--- config.mk ---
export PLATFORM = sky130hd
export DESIGN_NAME = button_press_classifier
export DESIGN_NICKNAME = d
export VERILOG_FILES = /design/src/rtl/btn_pkg.sv /design/src/rtl/button_press_classifier_hold_timer.sv /design/src/rtl/button_press_classifier.sv
export SDC_FILE = /design/constraint.sdc
export NUM_CORES = 1
export LEC_CHECK = 0
export CORE_ASPECT_RATIO = 0.6
export CORE_MARGIN = 3
export CORE_UTILIZATION = 40
export DETAILED_ROUTE_END_ITERATION = 10
export SYNTH_ARGS = -nofsm -noshare
export SYNTH_HDL_FRONTEND = slang
export SYNTH_SLANG_ARGS = --single-unit
--- constraint.sdc ---
create_clock -name clk -period 2.45 [get_ports clk]
set_clock_uncertainty 0.05 [all_clocks]
set_input_delay 0.3675 -clock clk [delete_from_list [all_inputs] [get_ports clk]]
set_output_delay 0.3675 -clock clk [all_outputs]
set_load 0.01 [all_outputs]
--- src/rtl/btn_pkg.sv ---
// Shared state encoding and 50 MHz default timing for the button press classifier.
package btn_pkg;

    typedef enum logic [1:0] {
        IDLE      = 2'd0,
        PRESSED   = 2'd1,
        LONG_HELD = 2'd2
    } state_e;

    localparam int LONG_CYCLES_DEF   = 25_000_000;
    localparam int REPEAT_CYCLES_DEF = 5_000_000;
    localparam int CNT_W_DEF         = 26;
    localparam int EVT_W_DEF         = 8;

endpackage

--- src/rtl/button_press_classifier_hold_timer.sv ---
// Hold-length counter: clr restarts the count, clr with inc counts the restarting cycle itself.
module hold_timer #(
    parameter int CNT_W = 26
) (
    input  logic             clk,
    input  logic             reset,
    input  logic             clr,
    input  logic             inc,
    input  logic [CNT_W-1:0] terminal,
    output logic             hit
);

    logic [CNT_W-1:0] count_q;
    logic [CNT_W-1:0] count_d;

    // Next count: restart, advance or hold.
    always_comb begin
        count_d = count_q;
        if (clr && inc) begin
            count_d = {{(CNT_W-1){1'b0}}, 1'b1};
        end else if (clr) begin
            count_d = {CNT_W{1'b0}};
        end else if (inc) begin
            count_d = count_q + {{(CNT_W-1){1'b0}}, 1'b1};
        end else begin
            count_d = count_q;
        end
    end

    // Count register with synchronous active-low reset.
    always_ff @(posedge clk) begin
        if (!reset) begin
            count_q <= {CNT_W{1'b0}};
        end else begin
            count_q <= count_d;
        end
    end

    assign hit = (count_q == terminal);

endmodule

--- src/rtl/button_press_classifier.sv ---
// Classifies debounced button presses as short/long with registered event pulses and a wrapping count.
// Optional auto-repeat while long-held is enabled by defining AUTO_REPEAT_EN.
module button_press_classifier
    import btn_pkg::*;
#(
    parameter int LONG_CYCLES   = LONG_CYCLES_DEF,
    parameter int REPEAT_CYCLES = REPEAT_CYCLES_DEF,
    parameter int CNT_W         = CNT_W_DEF,
    parameter int EVT_W         = EVT_W_DEF
) (
    input  logic             clk,
    input  logic             reset,
    input  logic             btn_db,
    output logic             short_press,
    output logic             long_press,
    output logic             repeat_tick,
    output logic             held,
    output logic [EVT_W-1:0] press_count
);

    localparam logic [CNT_W-1:0] LONG_TERM   = CNT_W'(LONG_CYCLES - 1);
    localparam logic [CNT_W-1:0] REPEAT_TERM = CNT_W'(REPEAT_CYCLES - 1);

    state_e           state_q, state_d;
    logic             btn_q, btn_d;
    logic             short_press_q, short_press_d;
    logic             long_press_q, long_press_d;
    logic             repeat_tick_q, repeat_tick_d;
    logic             held_q, held_d;
    logic [EVT_W-1:0] press_count_q, press_count_d;

    logic             rise_s, fall_s;
    logic             timer_clr_s, timer_inc_s, timer_hit_s;
    logic [CNT_W-1:0] timer_term_s;

    assign rise_s       = btn_db & ~btn_q;
    assign fall_s       = ~btn_db & btn_q;
    assign timer_term_s = (state_q == LONG_HELD) ? REPEAT_TERM : LONG_TERM;

    hold_timer #(
        .CNT_W (CNT_W)
    ) u_hold_timer (
        .clk      (clk),
        .reset    (reset),
        .clr      (timer_clr_s),
        .inc      (timer_inc_s),
        .terminal (timer_term_s),
        .hit      (timer_hit_s)
    );

    // Next-state and event logic; a fall always takes priority over a timer terminal.
    always_comb begin
        btn_d         = btn_db;
        state_d       = state_q;
        short_press_d = 1'b0;
        long_press_d  = 1'b0;
        repeat_tick_d = 1'b0;
        press_count_d = press_count_q;
        timer_clr_s   = 1'b0;
        timer_inc_s   = 1'b0;
        case (state_q)
            IDLE: begin
                if (rise_s) begin
                    state_d     = PRESSED;
                    timer_clr_s = 1'b1;
                    timer_inc_s = 1'b1;
                end else begin
                    state_d = IDLE;
                end
            end
            PRESSED: begin
                if (fall_s) begin
                    state_d       = IDLE;
                    short_press_d = 1'b1;
                    press_count_d = press_count_q + {{(EVT_W-1){1'b0}}, 1'b1};
                end else if (timer_hit_s) begin
                    // Restart at zero so each repeat interval spans exactly REPEAT_CYCLES.
                    state_d       = LONG_HELD;
                    long_press_d  = 1'b1;
                    press_count_d = press_count_q + {{(EVT_W-1){1'b0}}, 1'b1};
                    timer_clr_s   = 1'b1;
                end else begin
                    timer_inc_s = 1'b1;
                end
            end
            LONG_HELD: begin
                if (fall_s) begin
                    state_d = IDLE;
`ifdef AUTO_REPEAT_EN
                end else if (timer_hit_s) begin
                    repeat_tick_d = 1'b1;
                    timer_clr_s   = 1'b1;
                end else begin
                    timer_inc_s = 1'b1;
                end
`else
                end else begin
                    state_d = LONG_HELD;
                end
`endif
            end
            default: begin
                state_d = IDLE;
            end
        endcase
        held_d = (state_d != IDLE);
    end

    // State and output registers; btn_q resets high so a button held through reset is ignored.
    always_ff @(posedge clk) begin
        if (!reset) begin
            state_q       <= IDLE;
            btn_q         <= 1'b1;
            short_press_q <= 1'b0;
            long_press_q  <= 1'b0;
            repeat_tick_q <= 1'b0;
            held_q        <= 1'b0;
            press_count_q <= {EVT_W{1'b0}};
        end else begin
            state_q       <= state_d;
            btn_q         <= btn_d;
            short_press_q <= short_press_d;
            long_press_q  <= long_press_d;
            repeat_tick_q <= repeat_tick_d;
            held_q        <= held_d;
            press_count_q <= press_count_d;
        end
    end

    assign short_press = short_press_q;
    assign long_press  = long_press_q;
    assign repeat_tick = repeat_tick_q;
    assign held        = held_q;
    assign press_count = press_count_q;

endmodule

### After elaboration in Yosys (flattened, before gate mapping)

Cells that the tools add are included.

* flip-flop bits (word level): 40
* logic and storage cells: 45
* input bits: 3

* reductions and logical operators: 8
* equality and inequality tests: 3
* add/subtract/negate cells: 2
* bitwise gates (word level): 5
* muxes and demuxes: 19

Operators by type and width (number)
* $add 26x1->26 const B: 1
* $eq 26x25->1: 1
* $mux 25: 1
* $mux 8: 2
* $mux 1: 10
* $add 8x1->8 const B: 1
* $mux 2: 3
* $pmux 2 s3: 1
* $pmux 1 s2: 2
* $reduce_and 2->1: 2
* $reduce_bool 2->1: 2
* $not 1->1: 3
* $reduce_bool 3->1: 1
* $reduce_or 3->1: 1
* $and 1x1->1: 2
* $eq 2x1->1 const B: 1
* $eq 2x2->1 const B: 1
* $logic_not 2->1: 1
* $logic_and 1x1->1: 1

### Longest topological paths before layout

* depth in word-level cells: 9
* mapped depth: 9
* mapped depth without buffers: 7

### Modules after synthesis

A second synthesis with hierarchy kept.

* cells, all modules: 250
* area, all modules: 2178.3 um2

By module, submodules not included
* hold_timer: cells an instance 180, area each 1514.0 um2, times used 1, sequential area each 520.5 um2
* button_press_classifier: cells an instance 70, area each 664.4 um2, times used 1, sequential area each 280.3 um2

### Worst setup path after synthesis

Ideal clock, no wire load.

* path kind: register -> register
* start point: register u_hold_timer.count_q[0]
* end point: register press_count_q[3], in the netlist press_count[3]
* stages on the path, launching flop included: 8
* path buffers: 0
* setup slack: 0.213 ns
* arrival: 2.115 ns
* data required time: 2.328 ns
* cell sequence: dfxtp_1 ha_1 nand2_2 or4_4 o41a_4 nor2_4 and4_1 mux2i_1

* word-level cells in the longest chain between the ends: 3

RTL lines
* start, declared: RTL line button_press_classifier_hold_timer.sv:13 `logic [CNT_W-1:0] count_q;`
* start signal, assigned: RTL line button_press_classifier_hold_timer.sv:33 `count_q <= {CNT_W{1'b0}};`
* start signal, assigned: RTL line button_press_classifier_hold_timer.sv:35 `count_q <= count_d;`
* $eq 26x25->1: RTL line button_press_classifier_hold_timer.sv:39 `assign hit = (count_q == terminal);`
* $reduce_bool 2->1 (no line)
* $reduce_and 2->1 (no line)
* end signal, assigned: RTL line button_press_classifier.sv:118 `press_count_q <= {EVT_W{1'b0}};`
* end signal, assigned: RTL line button_press_classifier.sv:126 `press_count_q <= press_count_d;`
* end, declared: RTL line button_press_classifier.sv:30 `logic [EVT_W-1:0] press_count_q, press_count_d;`

No other way between the ends.
A chain may end at the register's enable or synchronous reset.

### Final worst setup path

* start point: register u_hold_timer.count_q[1]
* end point: register press_count_q[3], in the netlist press_count[3]

Same word-level chain as after synthesis.

==> flow_metrics.env <==
export IMPL_grt_antenna_before_repair=0
export IMPL_core_um2=4826
export IMPL_fin_nets=282
export IMPL_synth_avg_cell_area_um2=8.390
export IMPL_ys_types=52
export IMPL_dp_hpwl_um=3982
export IMPL_leakage_nw=0.8922
export IMPL_diodes=0
export IMPL_place_inst=333
export IMPL_die_height_um=62.20
export IMPL_wl_per_cell_um=15.70
export IMPL_p_per_area_nw_per_um2=515.8
export IMPL_postRouteWirelength_um=5355
export IMPL_hold_depth=2
export IMPL_clock_root_buffer="clkbuf_8"
export IMPL_cts_tree="built"
export IMPL_clk_transition_reported_paths_ps=70
export IMPL_ys_warn_count=0
export IMPL_syn2layout_area_growth_pct=21.63
export IMPL_maxCapViolCount=0
export IMPL_place_ws_ps=99.47
export IMPL_holdBufCountCts=0
export IMPL_irDropWorstVdd_v=0.0003164
export IMPL_grt_max_degree=19
export IMPL_syn_num_nets=256
export IMPL_status="completed"
export IMPL_netlist_top_cells_area="dfxtp_1, nor2_1, nand2_1"
export IMPL_synth_enable_flop_cells=0
export IMPL_vias_per_cell=5.443
export IMPL_synth_largest_area_cell="dfxtp_1"
export IMPL_fin_ws_ps=99.56
export IMPL_grt_pass1_vias=1610
export IMPL_clock_fmax_mhz=425.5
export IMPL_drive_above_1_share_pct=18.71
export IMPL_ys_ff_latch=40
export IMPL_io_buffers=13
export IMPL_rsz0062_at_grt="false"
export IMPL_synth_top_area_share_pct=38.03
export IMPL_stdcell_count=341
export IMPL_insertion_delay_ps=290
export IMPL_criticalPathCategory="reg2reg"
export IMPL_final_setup_viol_count=0
export IMPL_slew_violations=0
export IMPL_place_congestion=0.8490
export IMPL_cp_required_ps=2620
export IMPL_track_usage_pct=17.84
export IMPL_gr_total_overflow=0
export IMPL_ios=15
export IMPL_clockBufferDepth=2
export IMPL_die_area_um2=6199
export IMPL_ys_flop_type="dfxtp_1"
export IMPL_final_util_pct=53.07
export IMPL_drc=0
export IMPL_critPathArrivalTime_ps=2520
export IMPL_fp_row_count=19
export IMPL_setup_tns_ps=0
export IMPL_clkSinkCount=40
export IMPL_fill_cells=463
export IMPL_final_antenna_net_count=0
export IMPL_start_kind="register"
export IMPL_die_w_um=99.67
export IMPL_finalPower_mw=1.321
export IMPL_layout_min_cycle_time_ps=2350
export IMPL_start_util_pct=43.63
export IMPL_async_flop_share_pct=0
export IMPL_path_max_fanout=6
export IMPL_reg2regPathDepth=7
export IMPL_finalCritPeriodShare_pct=95.94
export IMPL_htree_levels=2
export IMPL_hp_class="reg2reg"
export IMPL_syn_cell_area_um2=2106
export IMPL_yosysSeqAreaShare_pct=38.03
export IMPL_synth_cells=251
export IMPL_dr_total_vias=1856
export IMPL_drt_iter0_markers=115
export IMPL_cts_buffers=5
export IMPL_drt_pre_antenna_iters=4
export IMPL_grt_pass1_wl_um=8818
export IMPL_final_hold_violation_count=0
export IMPL_cp_end_kind="register"
[cells in the mapped netlist (2+ instances only)]
cell type   n
or3_1       8
nor2b_1     3
nor3b_1     2
a31oi_1     2
and4_1      5
a21oi_1    14
and3_1      5
nor3_2      3
and2_1      2
xnor2_1     8
nor4_1      2
o21ai_0     9
nand2b_1    5
or4_1       7
clkbuf_1    7
nand4_1    11
xor2_1      7
nor2_1     21
o31ai_1     3
nor3_1      7
o21ai_1     2
inv_1       6
buf_2       8
nor4b_1     3
o211ai_1    4
nand2_1    20
ha_1        2
dfxtp_1    40
nand3_1    12
[routing by layer]
metal / vias to the layer above / global-route usage, % / share of wire, %
met5: - / 0 / 0
met4: 0 / 3.066 / 0.56
met3: 5 / 6.040 / 7.2
met2: 48 / 18.94 / 34
met1: 847 / 31.45 / 58
li1: 956 / - / -
[stage by stage]
step / hold WS (ps) / area (µm²)
final: 418.9 / 2561
after global placement: 404.4 / 2406
after floorplan: 382.3 / 2106
after detailed placement: 407.0 / 2406
after global routing: 452.9 / 2561
after CTS: 421.9 / 2532
[registers in the layout (all words and copies together), names as in the netlist]
signal / cells
short_press: 1
long_press: 1
held: 1
press_count: 8
u_hold_timer.count_q: 26
state_q: 2
btn_q: 1
[power breakdown]
| group | leakage, nW | internal (mW) | switching [mW] |
|---|---|---|---|
| Combinational | 0.504 | 0.0284 | 0.0435 |
| Clock | 0.0645 | 0.360 | 0.229 |
| Sequential | 0.323 | 0.655 | 0.00574 |
| Total | 0.892 | 1.04 | 0.278 |
[critical path: stages (launching register included)]
cell     delay, ps
dfxtp_1        360
ha_1           200
nand2_2         70
or4_4          490
o41a_4         510
nor2_4         170
and4_4         260
mux2i_1        180
[kinds of logic after synthesis]
group	after synthesis	share of synthesized area, %
buffers and inverters	23	4.754
AND/OR/NAND/NOR	128	36.25
other	1	0.1781
adder cells (fa/ha/maj)	2	1.188
XOR/XNOR	15	6.239
multiplexers	2	1.010
AO/OA/AOI/OAI	40	12.36
flip-flops	40	38.03
[cell usage in the layout, fill, tap and decap left out, drive strengths merged, types with 3 or more instances in the layout]
cell type / Yosys / final
or4: 8 / 8
nand2b: 5 / 5
and3: 6 / 6
nand4: 11 / 11
o31ai: 3 / 3
or3: 9 / 9
clkbuf: 7 / 7
nand2: 21 / 21
inv: 7 / 7
xnor2: 8 / 8
clkdlybuf4s50: 0 / 13
nor2b: 3 / 3
nor4b: 3 / 3
xor2: 7 / 7
a21oi: 14 / 14
dfxtp: 40 / 40
nor2: 23 / 23
nor3: 10 / 10
o211ai: 4 / 4
buf: 9 / 22
and4: 5 / 5
nand3: 13 / 13
nor4: 4 / 4
o21ai: 11 / 11
[worst paths after layout]
kind,start,end,slack [ps]
setup / recovery,u_hold_timer.count_q[1],press_count[3],100
setup reg to reg,u_hold_timer.count_q[1],press_count[3],100
hold reg to reg,btn_q,short_press,420
hold / removal,btn_q,short_press,420
[cell type report]
class                      count  area (µm²)  area share, %
clock buffer                   7       96.34          3.762
clock inverter                 1       30.03          1.172
inverter                       7       26.28          1.026
multi-input combinational    188        1232          48.12
sequential                    40       802.0          31.31
tap                           63       78.83          3.078
timing repair buffer          35       295.3          11.53
[what timing repair did]
| action | CTS | global route |
|---|---|---|
| endpoints found under the setup margin | 0 | 7 |
| buffers inserted | 0 | 0 |
| gates resized for setup | 0 | 6 |
(Power assumes the default switching activity.)
